==> config.mk <==
export PLATFORM = sky130hd
export DESIGN_NAME = irq_controller
export DESIGN_NICKNAME = d
export VERILOG_FILES = /design/src/rtl/irq_controller.sv
export SDC_FILE = /design/constraint.sdc
export NUM_CORES = 1
export LEC_CHECK = 0
export BUFFER_PORTS_ARGS = -buffer_cell sky130_fd_sc_hd__buf_2
export CAP_MARGIN = 20
export CORE_UTILIZATION = 45
export DETAILED_ROUTE_END_ITERATION = 10
export PLACE_DENSITY_LB_ADDON = 0.12
export SYNTH_ARGS = -nofsm -noshare
export SYNTH_HDL_FRONTEND = slang
export SYNTH_SLANG_ARGS = --single-unit
==> constraint.sdc <==
create_clock -name clk -period 1.55 [get_ports clk]
set_input_delay 0.155 -clock clk [delete_from_list [all_inputs] [get_ports clk]]
set_output_delay 0.155 -clock clk [all_outputs]
set_load 0.01 [all_outputs]
==> src/rtl/irq_controller.sv <==
// Purpose: synchronise external interrupt lines, hold pending/mask/mode state and raise one prioritised request to the core.
// Latency: an edge-mode input first sampled at edge E0 sets pending at E0+2, and o_irq_req is high after E0+3 (SYNC_STAGES = 2).
// Backpressure: a request is held stable until i_irq_ack. Arbitration stays suppressed until i_eret ends SERVICE.
module irq_controller #(
    parameter int NUM_IRQ     = 5,
    parameter int SYNC_STAGES = 2
) (
    input  logic               clk,
    input  logic               reset,
    input  logic [NUM_IRQ-1:0] i_interruption,
    input  logic               i_cfg_we,
    input  logic               i_cfg_sel,
    input  logic [NUM_IRQ-1:0] i_cfg_wdata,
    input  logic               i_irq_ack,
    input  logic               i_eret,
    output logic               o_irq_req,
    output logic [2:0]         o_irq_id,
    output logic [NUM_IRQ-1:0] o_pending,
    output logic [NUM_IRQ-1:0] o_mask,
    output logic [NUM_IRQ-1:0] o_mode,
    output logic               o_in_service
);

    typedef enum logic [1:0] {
        ST_IDLE    = 2'd0,
        ST_REQ     = 2'd1,
        ST_SERVICE = 2'd2
    } state_t;

    // Stage 0 takes the raw line. The last stage is the synchronised view.
    logic [SYNC_STAGES-1:0][NUM_IRQ-1:0] sync_q;
    logic [NUM_IRQ-1:0]                  prev_q;
    logic [NUM_IRQ-1:0]                  pending_q, pending_d;
    logic [NUM_IRQ-1:0]                  mask_q, mode_q;
    logic [NUM_IRQ-1:0]                  sync_w, rise_w, clr_w, eligible_w;
    logic [2:0]                          winner_w;
    logic                                ack_take_w;
    state_t                              state_q;
    logic                                req_q, in_service_q;
    logic [2:0]                          id_q;

    assign sync_w     = sync_q[SYNC_STAGES-1];
    assign rise_w     = sync_w & ~prev_q;
    assign ack_take_w = (state_q == ST_REQ) && i_irq_ack;
    assign eligible_w = pending_q & mask_q;

    // Shift each raw line through its synchroniser and keep a one-cycle-old copy for edge detection.
    always_ff @(posedge clk or negedge reset) begin
        if (!reset) begin
            sync_q <= '0;
            prev_q <= '0;
        end else begin
            sync_q <= {sync_q[SYNC_STAGES-2:0], i_interruption};
            prev_q <= sync_w;
        end
    end

    // An acknowledge clears only the line that is being served.
    always_comb begin
        clr_w = '0;
        for (int i = 0; i < NUM_IRQ; i++) begin
            clr_w[i] = ack_take_w && (id_q == 3'(i));
        end
    end

    // Level lines follow the synchronised input. Edge lines latch a rise, and a rise wins over a same-cycle clear.
    always_comb begin
        pending_d = (mode_q & sync_w) | (~mode_q & (rise_w | (pending_q & ~clr_w)));
    end

    // Pending tracks the inputs whatever the mask is. The mask only gates arbitration.
    always_ff @(posedge clk or negedge reset) begin
        if (!reset) begin
            pending_q <= '0;
        end else begin
            pending_q <= pending_d;
        end
    end

    // Fixed priority: the loop counts down so the lowest eligible index is the last written.
    always_comb begin
        winner_w = 3'd0;
        for (int i = NUM_IRQ - 1; i >= 0; i--) begin
            if (eligible_w[i]) begin
                winner_w = 3'(i);
            end
        end
    end

    // Configuration writes land in the register and are seen by arbitration on the following cycle.
    always_ff @(posedge clk or negedge reset) begin
        if (!reset) begin
            mask_q <= '0;
            mode_q <= '0;
        end else if (i_cfg_we) begin
            if (i_cfg_sel) begin
                mode_q <= i_cfg_wdata;
            end else begin
                mask_q <= i_cfg_wdata;
            end
        end
    end

    // Request/service handshake with registered outputs. The ID is latched on entry to REQ and never preempted.
    always_ff @(posedge clk or negedge reset) begin
        if (!reset) begin
            state_q      <= ST_IDLE;
            req_q        <= 1'b0;
            id_q         <= 3'd0;
            in_service_q <= 1'b0;
        end else begin
            case (state_q)
                ST_IDLE: begin
                    if (|eligible_w) begin
                        state_q <= ST_REQ;
                        req_q   <= 1'b1;
                        id_q    <= winner_w;
                    end
                end
                ST_REQ: begin
                    // A same-cycle eret is ignored here because it only has meaning in SERVICE.
                    if (i_irq_ack) begin
                        state_q      <= ST_SERVICE;
                        req_q        <= 1'b0;
                        in_service_q <= 1'b1;
                    end
                end
                ST_SERVICE: begin
                    if (i_eret) begin
                        state_q      <= ST_IDLE;
                        in_service_q <= 1'b0;
                    end
                end
                default: begin
                    state_q      <= ST_IDLE;
                    req_q        <= 1'b0;
                    in_service_q <= 1'b0;
                end
            endcase
        end
    end

    assign o_irq_req    = req_q;
    assign o_irq_id     = id_q;
    assign o_pending    = pending_q;
    assign o_mask       = mask_q;
    assign o_mode       = mode_q;
    assign o_in_service = in_service_q;

endmodule

==> results.yml, run 1 <==
status:
  status: "finished with violations"
  violations: "DRC"
yosys:
  netlist_instances: 107
  synth_seq_area_share_pct: 66.43
  synth-async-reset-ratio_pct: 100.0
  yosysWarnings: 0
  ys_types: 26
  syn-cell-area_mm2: 0.001394
  ys_seq_elements: 37
  syn-num-nets: 123
  synth_area_per_cell_um2: 13.03
  synth_edf_count: 0
  synth_ff_type: "dfrtp_1"
route:
  drt_wl_total_um: 2580
  dr.pass1.iters: 7
  vias: 963
  viasPerCell: 5.150
  drt_iter0_drc: 27
  drc_errors: 3
  ant_nets: 0
  wl_per_cell_um: 13.80
sta:
  hold_viol: 0
  setup_viol: 0
  rsz0062_at_grt: "false"
  finalClockSkew_ns: 0.008369
  tightest_slew_ns: 0.4555
  slew_violations: 0
  relSlewSlack_pct: 69.63
  fin_crit_sh_pct: 76.83
  fmax_mhz: 839.7
  tns_ns: 0
  min_period_ns: 1.191
layout:
  drive_above_1_share_pct: 37.82
  area_delta_synth_final_pct: 23.34
  finalNonFillerCells: 187
  n_antenna_cell: 0
  register_area_um2: 925.9
  multiInputGateArea_um2: 430.4
  fillers: 241
  finalNetCount: 171
floorplanning:
  chipWidth_um: 57.66
  die_h_um: 57.66
  rows: 19
  pin_count: 36
  start_util_pct: 48.86
  design.die.area_mm2: 0.003324
  core_area_mm2: 0.002853
grt:
  grt_busiest_layer: "met2"
  grt_use_met2_pct: 27.41
  grt_start_max_net_pins: 38
  grt_overflow: 0
  grtUsageMet1_pct: 24.73
  grt_util_all_layers_pct: 18.64
  grt_pass1_wl_um: 4443
  use_met3_pct: 7.366
  grt_pass1_vias: 966
  antenna_found_initial: 0
clock_tree:
  cts_buffer_depth: 2
  clk_pin_slew_worst_paths_ns: 0.11
  post_cts_resized: 0
  clkSinkCount: 37
  numCtsBuffers: 5
  cts_root_buf: "clkbuf_4"
  cts_tree: "yes"
  htree_levels: 2
  clk_latency_ns: 0.34
  postCtsSetupRepairBufs: 0
setup_path:
  end_kind: "register"
  cp.arrival_ns: 1.40
  required_ns: 1.76
  worstSetupStartpointType: "register"
  critPathKind: "register to register"
  path_max_fanout: 5
placed_design:
  hpwl_um: 1825
  place_inst: 173
  portBuffers: 35
  gp_congestion: 0.7845
worst_hold_path:
  hold_path.class: "input port to register"
power_and_ir_drop:
  p_leak_nw: 0.8211
  ir_worst_vdd_mv: 0.8342
  p_per_area_mw_per_mm2: 1416
job:
  drv_cap: 0
[registers in the layout (all words and copies together), names as in the netlist]
name          flops
o_in_service      1
o_irq_id          3
o_irq_req         1
o_mask            5
o_mode            5
o_pending         5
prev_q            5
state_q           2
sync_q            5
sync_w            5
[synth_stat cells, drive strengths merged, types with 2 or more instances]
library cell	number	area, um2
dfrtp	37	925.9
o21ai	12	60.06
mux2	10	112.6
nand2	10	37.54
inv	8	30.03
nand2b	5	31.28
a21oi	3	15.01
nor2	3	13.77
nor4	3	18.77
a22oi	2	25.02
nand3b	2	27.53
nor2b	2	15.02
[area by class of cell]
type                            count  share of cell area, %
Clock buffer                        6                  2.402
Clock inverter                      2                 0.5822
Inverter                            8                  1.747
Multi-Input combinational cell     61                  25.04
Sequential cell                    37                  53.86
Tap cell                           31                  2.256
Timing Repair Buffer               42                  14.12
[worst max-delay path: stages, from the launching register on]
cell and delay, ns:
dfrtp_1 0.43, a22oi_2 0.14, a311oi_1 0.37, o22ai_1 0.13
[cell usage in the layout, fill, tap and decap left out, drive strengths merged]
| master | synthesis | final |
|---|---|---|
| dfrtp | 37 | 37 |
| mux2 | 10 | 10 |
| nor4 | 3 | 3 |
| o21a | 1 | 1 |
| nand2 | 10 | 10 |
| a32oi | 1 | 1 |
| nand3 | 1 | 1 |
| a22oi | 2 | 2 |
| inv | 8 | 8 |
| a31oi | 1 | 1 |
| nor4b | 1 | 1 |
| o22ai | 1 | 1 |
| a311oi | 1 | 1 |
| o41ai | 1 | 1 |
| nor2 | 3 | 3 |
| clkbuf | 0 | 6 |
| nand3b | 2 | 2 |
| a21boi | 1 | 1 |
| o21ai | 12 | 12 |
| buf | 1 | 36 |
| dlygate4sd3 | 0 | 6 |
| a21oi | 3 | 3 |
| nor2b | 2 | 2 |
| nand2b | 5 | 5 |
| clkinv | 0 | 2 |
[report_power, final]
group / total [mW] / leakage (nW) / switching, mW / internal, mW
Sequential: 1.34 / 0.434 / 0.206 / 1.13
Clock: 0.478 / 0.0320 / 0.306 / 0.173
Combinational: 0.616 / 0.355 / 0.315 / 0.301
Total: 2.43 / 0.821 / 0.826 / 1.61
[routing by layer]
metal / vias up / routed length (um) / part of all wire, %
met5: - / 0 / 0
met4: 0 / 53 / 2.1
met3: 7 / 150 / 5.8
met2: 32 / 1182 / 46
met1: 449 / 1193 / 46
li1: 475 / - / -
[timing repair]
action	CTS	global route
endpoints found under the setup margin	0	0
hold endpoints to repair	42	0
hold buffers	6	0
[through the flow]
stage | utilization, % | worst slack [ns] | hold slack, ns | cell area (um2) | power, mW
2_1_floorplan | - | 0.4781 | -0.1406 | 1394 | 1.723
3_3_place_gp | 56.36 | 0.3812 | 0.2133 | 1608 | 1.951
3_5_place_dp | 56.36 | 0.3766 | 0.2221 | 1608 | 1.974
4_1_cts | 60.26 | 0.3486 | 0.03488 | 1719 | 2.466
5_1_grt | 60.26 | 0.2065 | 0.02322 | 1719 | 2.619
6_report | 60.26 | 0.3592 | 0.05184 | 1719 | 2.435
[cells by family after synthesis]
family	share of synthesized area (%)
compound gates	11.04
buf+inv	2.693
flops	66.43
mux	8.079
simple gates	11.76
[final timing paths]
check / startpoint / to / slack, ns / cells after the start
worst max-delay path: o_mask[1]$_DFFE_PN0P_ / o_irq_id[0]$_DFFE_PN0P_ / 0.36 / 3
worst min-delay path: i_cfg_wdata[2] / o_mode[2]$_DFFE_PN0P_ / 0.05 / 2
worst max register to register: o_mask[1]$_DFFE_PN0P_ / o_irq_id[0]$_DFFE_PN0P_ / 0.36 / 3
worst min register to register: sync_q[4]$_DFF_PN0_ / sync_w[4]$_DFF_PN0_ / 0.36 / 0
max in group asynchronous: reset / o_irq_id[0]$_DFFE_PN0P_ / 0.85 / 3
min in group asynchronous: reset / o_mask[2]$_DFFE_PN0P_ / 0.37 / 3
No activity file was read; power rests on OpenSTA's default activity.
==> run 2, diff against run 1 <==
ABC_AREA = 1   (was unset)
clock period = 1 ns   (was 1.55 ns; I/O delays follow)
==> run 2 against run 1 <==
Net effect: the flow finishes with violations (setup timing); combinational power rose to 3.2 times the previous value; sequential power rose by 47%; worst setup slack got worse by 0.45 ns; via count rose by 28%; critical endpoint is now o_pending[3].
==> results.yml, run 2 <==
floorplanning:
  die_h_um: 58.08
  rows: 19
  pin_count: 36
  start_util_pct: 49.20
  design.die.area_mm2: 0.003373
  chipWidth_um: 58.08
  core_area_mm2: 0.002877
grt:
  grt_pass1_vias: 1222
  grt_pass1_wl_um: 5140
  grt_start_max_net_pins: 38
  grt_overflow: 0
  antenna_found_initial: 0
  grt_util_all_layers_pct: 20.49
clock_tree:
  cts_tree: "yes"
  clk_latency_ns: 0.33
  numCtsBuffers: 5
  clk_pin_slew_worst_paths_ns: 0.11
  clkSinkCount: 37
  cts_buffer_depth: 2
  htree_levels: 2
  cts_root_buf: "clkbuf_4"
placed_design:
  placed_cell_area_mm2: 0.001783
  place_ws_ns: -0.08974
  hpwl_um: 1984
  gp_congestion: 0.7849
  portBuffers: 35
setup_path:
  r2r-start: "state_q[1]$_DFFE_PN0P_"
  crit_chain: "buf_6 -> buf_6"
  end_kind: "output port"
  r2r_slack_ns: -0.09
  cp.arrival_ns: 0.99
  crit_top_cell: "buf_6"
  r2r.worst_path.cells: 8
  required_ns: 0.90
  path_max_fanout: 2
  cp_slowest_cell: "dfrtp_1"
  worstSetupStartpointType: "register"
  critPathKind: "register to output port"
  reg2reg_to: "o_irq_req$_DFFE_PN0P_"
  cpPeakStageDelay_ns: 0.42
yosys:
  netlist_instances: 147
  netlist_top_cells_count: "45 x nand2_1, 37 x dfrtp_1, 23 x inv_1"
  synth_area_per_cell_um2: 9.627
  ys_types: 16
  synth_ff_type: "dfrtp_1"
  synth_edf_count: 0
  ys_top_cells_by_area: "dfrtp_1 65%, nand2_1 12%, inv_1 6.1%"
  synth-async-reset-ratio_pct: 100.0
  synth_seq_area_share_pct: 65.43
  syn-cell-area_mm2: 0.001415
  syn-num-nets: 163
  yosysWarnings: 0
  synth.top_cell.area_share_pct: 65.43
  synth_top_area_cell: "dfrtp_1"
  ys_seq_elements: 37
  yosysMostFrequentCell: "nand2_1"
layout:
  fin_area_mm2: 0.002205
  drive_above_1_share_pct: 44.59
  area_delta_synth_final_pct: 55.79
  n_antenna_cell: 0
  mostFrequentLayoutCells: "39 x nand2_1, 35 x dfrtp_1, 24 x buf_6"
  finalNetCount: 246
  final_common_cell: "nand2_1"
power_and_ir_drop:
  total_power_mw: 4.721
  ir_worst_vdd_mv: 1.157
  p_per_area_mw_per_mm2: 2142
  p_leak_nw: 1.183
route:
  vias: 1229
  dr.pass1.iters: 4
  viasPerCell: 4.502
  ant_nets: 0
  drt_iter0_drc: 23
  drc_errors: 0
  drt_wl_total_um: 2992
  wl_per_cell_um: 10.96
sta:
  finalClockSkew_ns: 0.006436
  holdWs_ns: 0.01998
  tightest_slew_ns: 0.3305
  min_period_ns: 1.091
  tns_ns: -1.367
  setup_viol: 25
  fin_crit_sh_pct: 109.1
  hold_viol: 0
  fmax_mhz: 916.3
  slew_violations: 0
  fin_ws_ns: -0.09134
  rsz0062_at_grt: "true"
  relSlewSlack_pct: 77.91
status:
  violations: "setup timing"
  status: "finished with violations"
worst_hold_path:
  min_to: "o_mode[3]$_DFFE_PN0P_"
  min_path_cells: 3
  hold_path.class: "input port to register"
  hold_path_startpoint: "i_cfg_wdata[3]"
job:
  drv_cap: 0
## run 2: cell count changes in the layout (fill, tap and decap cells not counted), moves of 3 or more
cell,change
buf_2,-12
buf_4,+21
buf_6,+24
inv_1,+13
inv_2,+3
mux2_2,-10
nand2_1,+29
nand2_2,+8
nand2b_1,-5
nand3_1,+7
nor2_4,+3
nor4_1,-3
o21ai_0,+5
o21ai_1,-4
## run 2: layout make-up
type	count	area [um2]
Tap cell	42	52.55
Sequential cell	37	928.4
Fill cell	214	671.9
Clock inverter	3	17.52
Clock buffer	5	37.54
Inverter	24	90.09
Multi-Input combinational cell	86	447.9
Timing Repair Buffer	76	630.6
## run 2: worst max-delay path by stage
stage / start / endpoint / slack [ns] / cells past startpoint
2_1_floorplan: o_pending[3]$_DFF_PN0_ / o_irq_id[0]$_DFFE_PN0P_ / -0.02 / 7
3_3_place_gp: state_q[1]$_DFFE_PN0P_ / o_pending[1]$_DFF_PN0_ / -0.05 / 6
3_5_place_dp: state_q[1]$_DFFE_PN0P_ / o_pending[1]$_DFF_PN0_ / -0.09 / 6
4_1_cts: o_mask[0]$_DFFE_PN0P_ / o_mask[0] / -0.09 / 2
5_1_grt: state_q[1]$_DFFE_PN0P_ / o_pending[1]$_DFF_PN0_ / -0.15 / 6
6_report: o_pending[3]$_DFF_PN0_ / o_pending[3] / -0.09 / 2
## run 2: cell families (layout without fill, tap and decap cells)
family,after synthesis,in the layout,share of synthesized area [%]
compound gates,17,17,6.543
simple gates,69,69,21.66
buf+inv,24,108,6.366
flops,37,37,65.43
## run 2: critical path: cells and delay by family (launching register included)
kind,cells,cell delay (ns)
buf+inv,2,0.24
flops,1,0.42
## run 2: through the flow
stage	util [%]	cells
finish	76.64	273
global route	76.64	273
CTS	74.51	269
detailed placement	61.98	241
global placement	61.98	241
floorplan	-	147
## run 2: timing repair
| action | CTS | global route |
|---|---|---|
| setup buffers | 14 | 4 |
| endpoints found under the hold margin | 42 | 0 |
| hold buffers | 6 | 0 |
| resized for setup | 32 | 10 |
| pin swaps | 9 | 9 |
| endpoints found under the setup margin | 28 | 32 |
## run 2: layer usage
layer | GRT usage [%] | vias to the layer above | share of wire [%]
met2 | 33.50 | 32 | 48
li1 | - | 622 | -
met4 | 6.122 | 0 | 1.2
met5 | 0 | - | 0
met3 | 6.473 | 5 | 5.3
met1 | 26.22 | 570 | 46
## run 2: report_power, final
group	leakage [nW]	internal, mW	total, mW	switching (mW)
clock	0.0310	0.265	0.748	0.483
sequential	0.441	1.76	1.97	0.215
combinational	0.712	1.06	2.00	0.940
total	1.18	3.08	4.72	1.64
